File: config.mk
export PLATFORM = sky130hd
export DESIGN_NAME = muldiv_seq
export DESIGN_NICKNAME = d
export VERILOG_FILES = /design/src/rtl/muldiv_seq.sv
export SDC_FILE = /design/constraint.sdc
export NUM_CORES = 1
export LEC_CHECK = 0
export BUFFER_PORTS_ARGS = -buffer_cell sky130_fd_sc_hd__buf_2
export CAP_MARGIN = 20
export CORE_MARGIN = 1.5
export CORE_UTILIZATION = 40
export DETAILED_ROUTE_END_ITERATION = 16
export PLACE_DENSITY_LB_ADDON = 0.05
export SETUP_SLACK_MARGIN = 0.5
export SKIP_LAST_GASP = 1
export SYNTH_ARGS = -nofsm -noshare
export SYNTH_HDL_FRONTEND = slang
export SYNTH_SLANG_ARGS = --single-unit
File: constraint.sdc
create_clock -name clk -period 4.1 [get_ports clk]
set_input_delay 1.23 -clock clk [delete_from_list [all_inputs] [get_ports clk]]
set_output_delay 1.23 -clock clk [all_outputs]
set_load 0.1 [all_outputs]
File: src/rtl/muldiv_seq.sv
// Iterative MIPS-I multiply/divide unit owning HI/LO (shift-add multiply, restoring divide).
// Optional macro MULDIV_ABORT_EN adds an abort input that cancels an operation in flight.
module muldiv_seq #(
    parameter int WIDTH = 32
) (
    input  logic             clk,
    input  logic             rst_n,
`ifdef MULDIV_ABORT_EN
    input  logic             abort,
`endif
    input  logic             start,
    input  logic [5:0]       funct,
    input  logic [WIDTH-1:0] rs_val,
    input  logic [WIDTH-1:0] rt_val,
    output logic             busy,
    output logic             done,
    output logic [WIDTH-1:0] hi,
    output logic [WIDTH-1:0] lo
);

    localparam int CW = (WIDTH > 1) ? $clog2(WIDTH) : 1;

    localparam logic [5:0] F_MULT  = 6'b011000;
    localparam logic [5:0] F_MULTU = 6'b011001;
    localparam logic [5:0] F_DIV   = 6'b011010;
    localparam logic [5:0] F_DIVU  = 6'b011011;
    localparam logic [5:0] F_MTHI  = 6'b010001;
    localparam logic [5:0] F_MTLO  = 6'b010011;

    typedef enum logic [1:0] {
        IDLE = 2'd0,
        RUN  = 2'd1,
        FIX  = 2'd2
    } state_t;

    function automatic logic [WIDTH-1:0] neg_w(input logic [WIDTH-1:0] x);
        return ~x + {{(WIDTH-1){1'b0}}, 1'b1};
    endfunction

    function automatic logic [2*WIDTH-1:0] neg_2w(input logic [2*WIDTH-1:0] x);
        return ~x + {{(2*WIDTH-1){1'b0}}, 1'b1};
    endfunction

    state_t               state_r, state_s;
    logic [CW-1:0]        cnt_r, cnt_s;
    logic                 is_div_r, is_div_s;
    logic                 neg_q_r, neg_q_s;
    logic                 neg_rem_r, neg_rem_s;
    logic [WIDTH-1:0]     dvsr_r, dvsr_s;
    logic [2*WIDTH-1:0]   acc_r, acc_s;
    logic [WIDTH-1:0]     hi_r, hi_s, lo_r, lo_s;
    logic                 busy_r, busy_s, done_r, done_s;

    logic                 abort_s;
    logic                 op_signed_s, op_md_s, op_div_s;
    logic                 a_neg_s, b_neg_s;
    logic [WIDTH-1:0]     a_mag_s, b_mag_s;
    logic [WIDTH:0]       mul_sum_s;
    logic [WIDTH:0]       div_shift_s;
    logic                 div_ge_s;
    logic [WIDTH-1:0]     div_diff_s, rem_next_s;
    logic [2*WIDTH-1:0]   prod_fix_s;

`ifdef MULDIV_ABORT_EN
    assign abort_s = abort;
`else
    assign abort_s = 1'b0;
`endif

    assign op_signed_s = (funct == F_MULT) || (funct == F_DIV);
    assign op_div_s    = (funct == F_DIV) || (funct == F_DIVU);
    assign op_md_s     = (funct == F_MULT) || (funct == F_MULTU) || op_div_s;
    assign a_neg_s     = op_signed_s & rs_val[WIDTH-1];
    assign b_neg_s     = op_signed_s & rt_val[WIDTH-1];
    assign a_mag_s     = a_neg_s ? neg_w(rs_val) : rs_val;
    assign b_mag_s     = b_neg_s ? neg_w(rt_val) : rt_val;

    // Multiply keeps {partial product, remaining multiplier}; divide keeps {remainder, dividend/quotient}.
    assign mul_sum_s   = {1'b0, acc_r[2*WIDTH-1:WIDTH]} + (acc_r[0] ? {1'b0, dvsr_r} : {(WIDTH+1){1'b0}});
    assign div_shift_s = acc_r[2*WIDTH-1:WIDTH-1];
    assign div_ge_s    = (div_shift_s >= {1'b0, dvsr_r});
    assign div_diff_s  = div_shift_s[WIDTH-1:0] - dvsr_r;
    assign rem_next_s  = div_ge_s ? div_diff_s : div_shift_s[WIDTH-1:0];
    assign prod_fix_s  = neg_q_r ? neg_2w(acc_r) : acc_r;

    // Next-state, datapath step and HI/LO update for every state.
    always_comb begin
        state_s   = state_r;
        cnt_s     = cnt_r;
        is_div_s  = is_div_r;
        neg_q_s   = neg_q_r;
        neg_rem_s = neg_rem_r;
        dvsr_s    = dvsr_r;
        acc_s     = acc_r;
        hi_s      = hi_r;
        lo_s      = lo_r;
        done_s    = 1'b0;
        case (state_r)
            IDLE: begin
                if (start && !abort_s) begin
                    if (op_md_s) begin
                        is_div_s  = op_div_s;
                        neg_q_s   = a_neg_s ^ b_neg_s;
                        neg_rem_s = a_neg_s;
                        dvsr_s    = op_div_s ? b_mag_s : a_mag_s;
                        acc_s     = {{WIDTH{1'b0}}, (op_div_s ? a_mag_s : b_mag_s)};
                        cnt_s     = CW'(WIDTH - 1);
                        state_s   = RUN;
                    end else if (funct == F_MTHI) begin
                        hi_s = rs_val;
                    end else if (funct == F_MTLO) begin
                        lo_s = rs_val;
                    end else begin
                        state_s = IDLE;
                    end
                end else begin
                    state_s = IDLE;
                end
            end
            RUN: begin
                if (abort_s) begin
                    state_s = IDLE;
                end else begin
                    if (is_div_r) begin
                        acc_s = {rem_next_s, acc_r[WIDTH-2:0], div_ge_s};
                    end else begin
                        acc_s = {mul_sum_s, acc_r[WIDTH-1:1]};
                    end
                    if (cnt_r == {CW{1'b0}}) begin
                        state_s = FIX;
                    end else begin
                        cnt_s = cnt_r - {{(CW-1){1'b0}}, 1'b1};
                    end
                end
            end
            FIX: begin
                if (abort_s) begin
                    state_s = IDLE;
                end else begin
                    if (is_div_r) begin
                        lo_s = neg_q_r ? neg_w(acc_r[WIDTH-1:0]) : acc_r[WIDTH-1:0];
                        hi_s = neg_rem_r ? neg_w(acc_r[2*WIDTH-1:WIDTH]) : acc_r[2*WIDTH-1:WIDTH];
                    end else begin
                        hi_s = prod_fix_s[2*WIDTH-1:WIDTH];
                        lo_s = prod_fix_s[WIDTH-1:0];
                    end
                    done_s  = 1'b1;
                    state_s = IDLE;
                end
            end
            default: begin
                state_s = IDLE;
            end
        endcase
        busy_s = (state_s != IDLE);
    end

    // State register.
    always_ff @(posedge clk or negedge rst_n) begin
        if (!rst_n) begin
            state_r <= IDLE;
        end else begin
            state_r <= state_s;
        end
    end

    // Datapath, HI/LO and registered status outputs.
    always_ff @(posedge clk or negedge rst_n) begin
        if (!rst_n) begin
            cnt_r     <= {CW{1'b0}};
            is_div_r  <= 1'b0;
            neg_q_r   <= 1'b0;
            neg_rem_r <= 1'b0;
            dvsr_r    <= {WIDTH{1'b0}};
            acc_r     <= {(2*WIDTH){1'b0}};
            hi_r      <= {WIDTH{1'b0}};
            lo_r      <= {WIDTH{1'b0}};
            busy_r    <= 1'b0;
            done_r    <= 1'b0;
        end else begin
            cnt_r     <= cnt_s;
            is_div_r  <= is_div_s;
            neg_q_r   <= neg_q_s;
            neg_rem_r <= neg_rem_s;
            dvsr_r    <= dvsr_s;
            acc_r     <= acc_s;
            hi_r      <= hi_s;
            lo_r      <= lo_s;
            busy_r    <= busy_s;
            done_r    <= done_s;
        end
    end

    assign busy = busy_r;
    assign done = done_r;
    assign hi   = hi_r;
    assign lo   = lo_r;

endmodule

==> key figures, run 1 <==
Setup path
  – Worst path slowest cell: sky130_fd_sc_hd__or4_4
  – Sort of element at the end of the critical path: flip-flop
  – Worst path arrival time: 4.06 ns
  – Setup CP Type: input pin to flip-flop
  – Launch point of the worst reg-to-reg path: acc_r[0]
  – CP startpoint kind: input pin
  – Critical path data required time: 4.43 ns
  – Launching element of the worst setup path: rs_val[5]
  – CP most frequent cell: sky130_fd_sc_hd__or4_4
  – Worst Path Max Fanout: 5
  – Worst path cell trace: buf_6, or3_4, or4_4, or4_4, or4_4, buf_6, o21ai_4, xnor2_2, nor2_1, a211oi_2, a211oi_2, a21oi_1
  – Maximum cell stage delay along the critical path: 0.54 ns

Floorplan
  – Die width: 195 µm
  – Floorplan core area: 36500 µm²
  – Initial standard-cell utilization of the core: 40.5%
  – Number of placement rows: 70
  – Floorplan die area: 38200 µm²
  – Die height: 195 µm
  – Count of boundary I/O pins: 139

Yosys
  – Number of flip-flops and latches in the synthesized netlist: 172
  – Area of the mapped netlist: 14800 µm²
  – Synth top area cells: sky130_fd_sc_hd__dfrtp_1 29%, sky130_fd_sc_hd__a21oi_1 7.5%, sky130_fd_sc_hd__nor2_1 6.3%
  – Prevailing post-synth register cell: sky130_fd_sc_hd__dfrtp_1
  – Count of distinct cell types in the synthesized netlist: 72
  – Number of warnings reported in the yosys synthesis log: 0
  – Sequential fraction of the synthesis area: 29.1%
  – Number of flops mapped to enable cells by yosys: 0
  – Syn_area_per_cell: 7.66 µm²
  – Count of mapped cells out of synthesis: 1933
  – Fraction of registers with async set or reset after synthesis: 100%
  – Share of the synthesized area in the top cell type: 29.1%
  – Post-synthesis cell type with the largest combined area: sky130_fd_sc_hd__dfrtp_1
  – Number of nets produced by synthesis: 2077

Drt
  – Vias per cell: 5.88
  – DRC violation count after routing: 0
  – Final routed wirelength across all metal layers: 56.7 mm
  – Per-cell routed wire length: 22.1 µm
  – Number of detailed-routing iterations run before antenna repair: 5
  – Total via count after detailed routing: 15100
  – Number of design-rule violations left by the first detailed-router iteration: 1412
  – Remaining number of nets flagged by the antenna check after routing: 0

Clock tree
  – CTS tree: done
  – Cts hold-fix bufs: 0
  – Max clock buf depth: 2
  – Source-to-sink clock delay at the later pin of the worst-skew pair: 0.46 ns
  – CTS Sinks: 172
  – Number of buffers added by the clock tree synthesis step: 17
  – Htree depth: 4
  – Clock root buffer: sky130_fd_sc_hd__clkbuf_16
  – Clock transition at path regs: 0.07 ns

Placement
  – Post-DP HPWL: 43.2 mm
  – Routability Congestion: 0.944
  – Port buffer count: 138
  – Cell count after placement: 2521

Pwr
  – Switching component of the power: 6.86 mW
  – LEAKAGE: 7.58 nW
  – Worst voltage drop across the vdd grid: 0.354 mV
  – Logic gate share of total power: 63.2%
  – Sequential share of power: 23.2%
  – Int Pwr: 5.90 mW
  – Clock network fraction of total power: 13.5%
  – Pwr per Cell Area: 728 nW/µm²
  – Switching share of total power: 53.7%

STA
  – Total setup violations reported at the end of the flow: 0
  – Min Tclk post-route: 3.74 ns
  – Remaining max-slew budget at the tightest pin: 38.8%
  – Hold violation count in the final report: 0
  – Setup repair after global routing missed its margin: true
  – Final Cycle Share: 91.2%
  – Worst Clk Skew: 0.0114 ns
  – Maximum frequency from static timing analysis: 0.268 GHz
  – Total Neg Setup Slack: 0 ns
  – Number of pins exceeding their max-slew limit in the final report: 0
  – Slew at the pin closest to its max-slew limit: 0.918 ns

Global routing
  – Total Routing Usage GR: 29.4%
  – Vias in the first global route: 14000
  – Largest net degree at the start of global routing: 149
  – Total overflow reported by the global router: 0
  – First-pass GRT wire length: 85.7 mm
  – Initial antenna violation count: 1

Finish
  – Layout cell share with drive strength beyond 1: 17.6%
  – Final core utilization: 48.0%
  – Count of fill cells added during filler insertion: 3671
  – Cell Count, Final, Fillers Out: 2564
  – Number of antenna repair diodes: 0
  – Number of nets in the layout: 2228
  – Area added between synthesis and finish: 18.5%

Hold path
  – Worst min path class: flip-flop to flip-flop
  – Start point of the worst min-delay path: cnt_r[4]

Run
  – Max-cap violation count: 0

Status
  – Run status: finished clean
## cells in the final DEF (no fill, tap or decap), types with 16 or more instances in the layout
cell type / count
sky130_fd_sc_hd__buf_4: 102
sky130_fd_sc_hd__and3_1: 16
sky130_fd_sc_hd__o31ai_1: 29
sky130_fd_sc_hd__mux2i_1: 57
sky130_fd_sc_hd__clkbuf_16: 18
sky130_fd_sc_hd__ha_1: 66
sky130_fd_sc_hd__dfrtp_1: 171
sky130_fd_sc_hd__a21o_1: 30
sky130_fd_sc_hd__xnor2_1: 95
sky130_fd_sc_hd__buf_2: 135
sky130_fd_sc_hd__xor2_1: 71
sky130_fd_sc_hd__a211oi_1: 58
sky130_fd_sc_hd__o21ai_0: 172
sky130_fd_sc_hd__a21oi_1: 215
sky130_fd_sc_hd__inv_1: 63
sky130_fd_sc_hd__nand3_1: 28
sky130_fd_sc_hd__nand2_1: 180
sky130_fd_sc_hd__nor2_1: 245
sky130_fd_sc_hd__nor3_1: 27
## power groups by stage
| stage | clock [mW] | combinational [mW] | sequential [mW] |
|---|---|---|---|
| 2_1_floorplan | 0 | 4.17 | 4.42 |
| 3_3_place_gp | 0 | 7.70 | 2.96 |
| 3_5_place_dp | 0 | 7.75 | 2.97 |
| 4_1_cts | 1.75 | 7.81 | 2.94 |
| 5_1_grt | 1.82 | 8.74 | 3.04 |
| 6_report | 1.73 | 8.07 | 2.97 |
## sequential cells by signal (all words and copies together), names as in the netlist, 2 cells and up
signal and flops:
acc_r 64, dvsr_r 32, hi 32, lo 32
cnt_r 5, state_r 2
## critical path, delay by kind of cell
family | cells | cell delay (ns)
compound gates | 4 | 0.44
simple gates | 5 | 2.04
xor+xnor | 1 | 0.09
buf+inv | 2 | 0.25
## logic make-up (layout without fill, tap and decap cells)
| logic type | Yosys count | after routing | share of synthesized area, % |
|---|---|---|---|
| compound gates | 650 | 650 | 26.7 |
| buf+inv | 183 | 346 | 4.68 |
| fa+ha+maj | 71 | 71 | 6.10 |
| xor+xnor | 173 | 173 | 10.2 |
| simple gates | 623 | 623 | 19.1 |
| flops | 172 | 172 | 29.1 |
| mux | 61 | 61 | 4.16 |
## path summary, 6_finish.rpt
kind                              end  slack [ns]  cells past startpoint
setup / recovery            acc_r[30]        0.36                     12
hold / removal             state_r[1]        0.47                      1
setup reg to reg            acc_r[59]        0.43                     14
hold reg to reg            state_r[1]        0.47                      1
max in group asynchronous   acc_r[40]        2.52                      2
min in group asynchronous      hi[21]        0.76                      1
## timing repair
item / 4_1_cts / 5_1_grt
gates cloned: 0 / 1
endpoints found under the hold margin: 0 / 0
setup buffers: 1 / 10
pin swaps: 18 / 27
gates resized for setup: 25 / 60
endpoints found under the setup margin: 32 / 61
## through the flow
step / hold WS [ns] / setup WS (ns) / total power, mW / instance area (µm²)
floorplan: 0.440 / 0.0907 / 8.59 / 14800
global placement: 0.459 / -0.148 / 10.7 / 16500
detailed placement: 0.462 / -0.203 / 10.7 / 16500
CTS: 0.471 / 0.417 / 12.5 / 17200
global route: 0.497 / 0.275 / 13.6 / 17500
finish: 0.472 / 0.363 / 12.8 / 17500
## cells in the mapped netlist, types with 10 or more instances
library cell and instances:
sky130_fd_sc_hd__mux2i_1 57, sky130_fd_sc_hd__or3_1 20, sky130_fd_sc_hd__o21a_1 10, sky130_fd_sc_hd__a21oi_1 222, sky130_fd_sc_hd__nor4_1 13, sky130_fd_sc_hd__a31oi_1 15, sky130_fd_sc_hd__xnor2_1 101, sky130_fd_sc_hd__dfrtp_1 172
sky130_fd_sc_hd__inv_1 65, sky130_fd_sc_hd__or4_1 13, sky130_fd_sc_hd__clkbuf_1 104, sky130_fd_sc_hd__and3_1 16, sky130_fd_sc_hd__nor3_1 28, sky130_fd_sc_hd__nand2b_1 18, sky130_fd_sc_hd__o21ai_0 186, sky130_fd_sc_hd__ha_1 69
sky130_fd_sc_hd__nand3_1 29, sky130_fd_sc_hd__xor2_1 72, sky130_fd_sc_hd__nand2_1 181, sky130_fd_sc_hd__o41ai_1 10, sky130_fd_sc_hd__a22oi_1 15, sky130_fd_sc_hd__nor2b_1 10, sky130_fd_sc_hd__a21o_1 30, sky130_fd_sc_hd__a211oi_1 64
sky130_fd_sc_hd__o31ai_1 30, sky130_fd_sc_hd__nor2_1 249
## per-layer routing
| metal | share of wire [%] | GRT usage, % |
|---|---|---|
| met1 | 48 | 43.1 |
| met2 | 43 | 45.1 |
| met3 | 6.8 | 5.09 |
| met4 | 1.8 | 6.14 |
| met5 | 0 | 0 |
## final cells by class
type / instances / area, µm² / area share [%]
Sequential cell: 172 / 4310 / 24.6
Tap cell: 468 / 586 / 3.34
Clock inverter: 12 / 151 / 0.863
Multi-Input combinational cell: 1578 / 10200 / 58.2
Timing Repair Buffer: 249 / 1610 / 9.19
Clock buffer: 19 / 433 / 2.47
Inverter: 66 / 248 / 1.41
No activity file was read; power rests on OpenSTA's default activity.
==> inputs of run 2 (changes only) <==
--- a/config.mk
+++ b/config.mk
@@ -7,8 +7,10 @@
 export LEC_CHECK = 0
 export BUFFER_PORTS_ARGS = -buffer_cell sky130_fd_sc_hd__buf_2
 export CAP_MARGIN = 20
-export CORE_MARGIN = 1.5
+export CORE_ASPECT_RATIO = 0.5
+export CORE_MARGIN = 2
 export CORE_UTILIZATION = 40
+export CTS_BUF_LIST = sky130_fd_sc_hd__clkbuf_8 sky130_fd_sc_hd__clkbuf_16
 export DETAILED_ROUTE_END_ITERATION = 16
 export PLACE_DENSITY_LB_ADDON = 0.05
 export SETUP_SLACK_MARGIN = 0.5
==> key figures, run 2 (synthesis gave the netlist of run 1 again) <==
Global routing
  – Total Routing Usage GR: 29.0% (-0.42 points)
  – Initial antenna violation count: 2 (+1)
  – First-pass GRT wire length: 86.1 mm (+0.52%)
  – Vias in the first global route: 13800 (-1.2%)
  – Total overflow reported by the global router: 0 (unchanged)
  – Largest net degree at the start of global routing: 93 (-38%)

Floorplan
  – Count of boundary I/O pins: 139 (unchanged)
  – Floorplan core area: 36200 µm² (-0.96%)
  – Die height: 140 µm (-28%)
  – Floorplan die area: 38700 µm² (+1.3%)
  – Initial standard-cell utilization of the core: 40.9% (+0.39 points)
  – Die width: 276 µm (+41%)
  – Number of placement rows: 49 (-30%)

Drt
  – Per-cell routed wire length: 21.8 µm (-1.3%)
  – Final routed wirelength across all metal layers: 56.6 mm (about the same)
  – Remaining number of nets flagged by the antenna check after routing: 0 (unchanged)
  – Number of detailed-routing iterations run before antenna repair: 8 (+3)
  – Total via count after detailed routing: 15100 (+0.17%)
  – DRC violation count after routing: 0 (unchanged)
  – Vias per cell: 5.82 (-1.1%)
  – Number of design-rule violations left by the first detailed-router iteration: 1421 (+0.64%)

Run
  – Max-cap violation count: 0 (unchanged)

Pwr
  – Worst voltage drop across the vdd grid: 0.677 mV (+91%)
  – Total power consumption of the routed design: 12.8 mW (+0.32%)
  – Pwr per Cell Area: 723 nW/µm² (-0.63%)
  – LEAKAGE: 7.66 nW (+1.1%)

Clock tree
  – Htree depth: 4 (unchanged)
  – Clock root buffer: sky130_fd_sc_hd__clkbuf_16
  – Number of buffers added by the clock tree synthesis step: 17 (unchanged)
  – Max clock buf depth: 2 (unchanged)
  – Cts hold-fix bufs: 0 (unchanged)
  – CTS tree: done
  – Source-to-sink clock delay at the later pin of the worst-skew pair: 0.47 ns (about the same)
  – Clock transition at path regs: 0.08 ns (about the same)
  – CTS Sinks: 172 (unchanged)

Setup path
  – Sort of element at the end of the critical path: flip-flop
  – Critical path data required time: 4.41 ns (-0.02 ns)
  – R2r setup slk: 0.39 ns (-0.04 ns)
  – Worst path arrival time: 4.08 ns (+0.02 ns)
  – CP startpoint kind: input pin
  – Setup CP Type: input pin to flip-flop
  – Worst Path Max Fanout: 5 (unchanged)

Placement
  – Port buffer count: 138 (unchanged)
  – Cell count after placement: 2549 (+1.1%)
  – Post-DP HPWL: 43.3 mm (+0.41%)
  – Routability Congestion: 0.923 (-2.2%)
  – Cell Area, Placed: 16600 µm² (+0.84%)

STA
  – Slew at the pin closest to its max-slew limit: 1.07 ns (+0.157 ns)
  – Min Tclk post-route: 3.77 ns (+0.0298 ns)
  – Maximum frequency from static timing analysis: 0.265 GHz (-0.79%)
  – Total setup violations reported at the end of the flow: 0 (unchanged)
  – Hold violation count in the final report: 0 (unchanged)
  – Remaining max-slew budget at the tightest pin: 28.3% (-10 points)
  – Number of pins exceeding their max-slew limit in the final report: 0 (unchanged)
  – Final Cycle Share: 91.9% (+0.73 points)
  – Setup repair after global routing missed its margin: true
  – Worst Clk Skew: 0.0149 ns (+0.00345 ns)

Hold path
  – Worst min path class: flip-flop to flip-flop

Finish
  – Post-route cell area: 17700 µm² (+0.96%)
  – Number of nets in the layout: 2241 (+0.58%)
  – Layout cell share with drive strength beyond 1: 18.7% (+1.1 points)
  – Leading cell type in the layout, fill and taps excluded: sky130_fd_sc_hd__nor2_1
  – Flip-flop count of the largest register after layout: 64 (unchanged)
  – Register with the most flip-flops: acc_r
  – Cell Count, Final, Fillers Out: 2596 (+1.2%)
  – Highest-count cells in the layout ignoring fill and taps: 247 x sky130_fd_sc_hd__nor2_1, 210 x sky130_fd_sc_hd__a21oi_1, 180 x sky130_fd_sc_hd__nand2_1
  – Area added between synthesis and finish: 19.6%

Status
  – Run status: finished clean
-- run 2: cell count changes in the layout (fill, tap and decap cells not counted), sizes merged --
cell,delta
inv,+1
diode,+2
clkinv,+1
buf,+12
-- run 2: worst paths after layout --
kind                           start   endpoint  cells past startpoint
max                        rs_val[5]  acc_r[28]                     11
min                        dvsr_r[6]  dvsr_r[6]                      2
max reg2reg                 acc_r[0]  acc_r[59]                     15
min reg2reg                dvsr_r[6]  dvsr_r[6]                      2
max in group asynchronous      rst_n  acc_r[12]                      2
min in group asynchronous      rst_n     lo[29]                      1
-- run 2: critical path, stage by stage --
cell and delay (ns):
sky130_fd_sc_hd__buf_6 0.09, sky130_fd_sc_hd__or3_4 0.38, sky130_fd_sc_hd__or4_4 0.47, sky130_fd_sc_hd__or4_4 0.55, sky130_fd_sc_hd__or4_4 0.52, sky130_fd_sc_hd__o41ai_4 0.24
sky130_fd_sc_hd__xnor2_1 0.12, sky130_fd_sc_hd__nor2_1 0.14, sky130_fd_sc_hd__a211oi_2 0.05, sky130_fd_sc_hd__a211oi_1 0.22, sky130_fd_sc_hd__a21oi_1 0.06
-- run 2: report_power, final --
group,switching [mW],internal [mW],total [mW]
Combinational,5.28,2.76,8.04
Clock,0.824,0.943,1.77
Sequential,0.717,2.28,2.99
-- run 2: metal layers --
layer | global-route usage [%] | up-vias | part of all wire, %
li1 | - | 7259 | -
met1 | 45.2 | 7286 | 50
met2 | 39.6 | 513 | 40
met3 | 6.62 | 56 | 8.5
met4 | 6.99 | 0 | 1.7
met5 | 0 | - | 0
-- run 2: area by class of cell --
type	instances	area (µm²)
Clock buffer	18	439
Fill cell	3602	18500
Multi-Input combinational cell	1578	10200
Tap cell	484	606
Sequential cell	172	4310
Timing Repair Buffer	262	1750
Antenna cell	2	5.00
Clock inverter	14	174
Inverter	66	248
-- run 2: what timing repair did --
| item | CTS | global route |
|---|---|---|
| hold endpoints to repair | 0 | 0 |
| setup buffers | 7 | 6 |
| pin swaps | 27 | 30 |
| resized for setup | 32 | 67 |
| endpoints found under the setup margin | 37 | 48 |
-- run 2: through the flow --
step | util (%) | setup TNS [ns] | worst slack [ns] | hold slack (ns)
2_1_floorplan | - | 0 | 0.0907 | 0.440
3_3_place_gp | 45.9 | -0.911 | -0.162 | 0.464
3_5_place_dp | 45.9 | -1.19 | -0.185 | 0.467
4_1_cts | 48.1 | 0 | 0.362 | 0.484
5_1_grt | 49.0 | 0 | 0.271 | 0.502
6_report | 49.0 | 0 | 0.333 | 0.477
==> inputs of run 3 (changes only) <==
--- a/config.mk
+++ b/config.mk
@@ -7,6 +7,8 @@
 export LEC_CHECK = 0
 export BUFFER_PORTS_ARGS = -buffer_cell sky130_fd_sc_hd__buf_2
 export CAP_MARGIN = 20
+export CELL_PAD_IN_SITES_DETAIL_PLACEMENT = 1
+export CELL_PAD_IN_SITES_GLOBAL_PLACEMENT = 1
 export CORE_ASPECT_RATIO = 0.5
 export CORE_MARGIN = 2
 export CORE_UTILIZATION = 40
==> key figures, run 3 (synthesis gave the netlist of run 1 again) <==
Pwr
  – Total power consumption of the routed design: 13.1 mW (+2.3%)
  – Pwr per Cell Area: 736 nW/µm² (+1.8%)
  – Worst voltage drop across the vdd grid: 0.514 mV (-24%)
  – LEAKAGE: 7.73 nW (+0.88%)

STA
  – Worst Hold Margin: 0.483 ns (+0.00570 ns)
  – Number of pins exceeding their max-slew limit in the final report: 0 (unchanged)
  – Slew at the pin closest to its max-slew limit: 1.03 ns (-0.0463 ns)
  – Worst Clk Skew: 0.0134 ns (-0.00149 ns)
  – Hold violation count in the final report: 0 (unchanged)
  – Total Neg Setup Slack: 0 ns (unchanged)
  – Final Cycle Share: 92.2% (+0.28 points)
  – Setup repair after global routing missed its margin: true
  – Min Tclk post-route: 3.78 ns (+0.0117 ns)
  – Remaining max-slew budget at the tightest pin: 31.3% (+3.0 points)
  – Final worst slack: 0.321 ns (-0.0117 ns)
  – Total setup violations reported at the end of the flow: 0 (unchanged)
  – Maximum frequency from static timing analysis: 0.265 GHz (-0.31%)

Setup path
  – Critical path data required time: 4.40 ns (about the same)
  – R2r setup slk: 0.48 ns (+0.09 ns)
  – Launch point of the worst reg-to-reg path: acc_r[0]
  – Worst Path Max Fanout: 5 (unchanged)
  – Worst path arrival time: 4.07 ns (about the same)
  – Worst Reg2Reg Path Length in Cells: 15 (unchanged)
  – Setup CP Type: input pin to flip-flop
  – Terminus of the critical flop-to-flop path: acc_r[59]
  – Sort of element at the end of the critical path: flip-flop
  – CP startpoint kind: input pin

Floorplan
  – Count of boundary I/O pins: 139 (unchanged)
  – Die width: 276 µm (unchanged)
  – Number of placement rows: 49 (unchanged)
  – Initial standard-cell utilization of the core: 40.9% (unchanged)
  – Floorplan core area: 36200 µm² (unchanged)
  – Floorplan die area: 38700 µm² (unchanged)
  – Die height: 140 µm (unchanged)

Clock tree
  – Clock transition at path regs: 0.08 ns (about the same)
  – Number of buffers added by the clock tree synthesis step: 17 (unchanged)
  – CTS tree: done
  – Cts hold-fix bufs: 0 (unchanged)
  – CTS Sinks: 172 (unchanged)
  – Source-to-sink clock delay at the later pin of the worst-skew pair: 0.46 ns (about the same)
  – Max clock buf depth: 2 (unchanged)
  – Htree depth: 4 (unchanged)
  – Clock root buffer: sky130_fd_sc_hd__clkbuf_16

Drt
  – Final routed wirelength across all metal layers: 60.9 mm (+7.6%)
  – Vias per cell: 5.89 (+1.2%)
  – Remaining number of nets flagged by the antenna check after routing: 0 (unchanged)
  – Number of detailed-routing iterations run before antenna repair: 6 (-2)
  – Total via count after detailed routing: 15300 (+1.5%)
  – Number of design-rule violations left by the first detailed-router iteration: 1217 (-14%)
  – Per-cell routed wire length: 23.4 µm (+7.3%)
  – DRC violation count after routing: 0 (unchanged)

Hold path
  – Hold-critical path depth: 1 (-1)
  – Start point of the worst min-delay path: lo[13]
  – Worst min path class: flip-flop to flip-flop
  – Hold-critical path endpoint: lo[13]

Placement
  – Cell Area, Placed: 16600 µm² (-0.14%)
  – Routability Congestion: 0.942 (+2.1%)
  – Cell count after placement: 2548 (-0.039%)
  – Port buffer count: 138 (unchanged)
  – Post-DP HPWL: 47.0 mm (+8.3%)
  – Minimum setup slack after placement: -0.212 ns (-0.0265 ns)

Global routing
  – Initial antenna violation count: 3 (+1)
  – Vias in the first global route: 14800 (+6.6%)
  – First-pass GRT wire length: 90.3 mm (+4.9%)
  – Total overflow reported by the global router: 0 (unchanged)
  – Largest net degree at the start of global routing: 149 (+60%)
  – Total Routing Usage GR: 30.5% (+1.5 points)

Finish
  – Layout cell share with drive strength beyond 1: 19.0% (+0.32 points)
  – Final core utilization: 49.2% (+0.23 points)
  – Cell Count, Final, Fillers Out: 2603 (+0.27%)
  – Flip-flop count of the largest register after layout: 64 (unchanged)
  – Register with the most flip-flops: acc_r
  – Post-route cell area: 17800 µm² (+0.47%)
  – Area added between synthesis and finish: 20.2%
  – Number of nets in the layout: 2248 (+0.31%)
  – Leading cell type in the layout, fill and taps excluded: sky130_fd_sc_hd__nor2_1
  – Highest-count cells in the layout ignoring fill and taps: 246 x sky130_fd_sc_hd__nor2_1, 213 x sky130_fd_sc_hd__a21oi_1, 178 x sky130_fd_sc_hd__nand2_1

Run
  – Max-cap violation count: 0 (unchanged)

Status
  – Run status: finished clean
## run 3: area by class of cell
class	instances	area, µm²
clock inverters	15	173
clock buffers	17	425
well taps	484	606
flip-flops and latches	172	4310
multi-input cells	1578	10200
repair buffers	269	1820
fillers	4467	18400
diodes	2	5.00
inverters	66	248
## run 3: layer usage
layer / part of all wire (%) / global-route usage (%) / up-vias
met4: 1.3 / 5.61 / 2
met3: 7.6 / 7.46 / 40
li1: - / - / 7256
met1: 48 / 44.9 / 7645
met2: 43 / 45.4 / 397
met5: 0.021 / 0 / -
## run 3: where the power goes
| group | internal, mW | total, mW | switching (mW) |
|---|---|---|---|
| registers | 2.27 | 2.99 | 0.712 |
| clock network | 0.824 | 1.70 | 0.878 |
| logic | 2.85 | 8.41 | 5.56 |
| total | 5.95 | 13.1 | 7.15 |
## run 3: what timing repair did
action	4_1_cts	5_1_grt
gates resized for setup	45	60
setup endpoints to repair	43	57
gates cloned	0	2
pin swaps	35	37
setup buffers	12	6
## run 3: worst max-delay path by stage
| stage | startpoint | to | cells after the start |
|---|---|---|---|
| global route | rs_val[5] | acc_r[28] | 11 |
| floorplan | rs_val[5] | acc_r[28] | 10 |
| finish | rs_val[5] | acc_r[22] | 11 |
| global placement | rs_val[4] | acc_r[31] | 11 |
| detailed placement | rs_val[4] | acc_r[28] | 11 |
| CTS | acc_r[0] | acc_r[59] | 15 |
## run 3: critical path, stage by stage
cell	delay (ns)
sky130_fd_sc_hd__buf_6	0.09
sky130_fd_sc_hd__or3_4	0.37
sky130_fd_sc_hd__or4_4	0.44
sky130_fd_sc_hd__or4_4	0.55
sky130_fd_sc_hd__or4_4	0.52
sky130_fd_sc_hd__buf_4	0.18
sky130_fd_sc_hd__nand2_4	0.06
sky130_fd_sc_hd__xor2_2	0.16
sky130_fd_sc_hd__a211oi_1	0.11
sky130_fd_sc_hd__a211oi_1	0.27
sky130_fd_sc_hd__a21oi_1	0.09
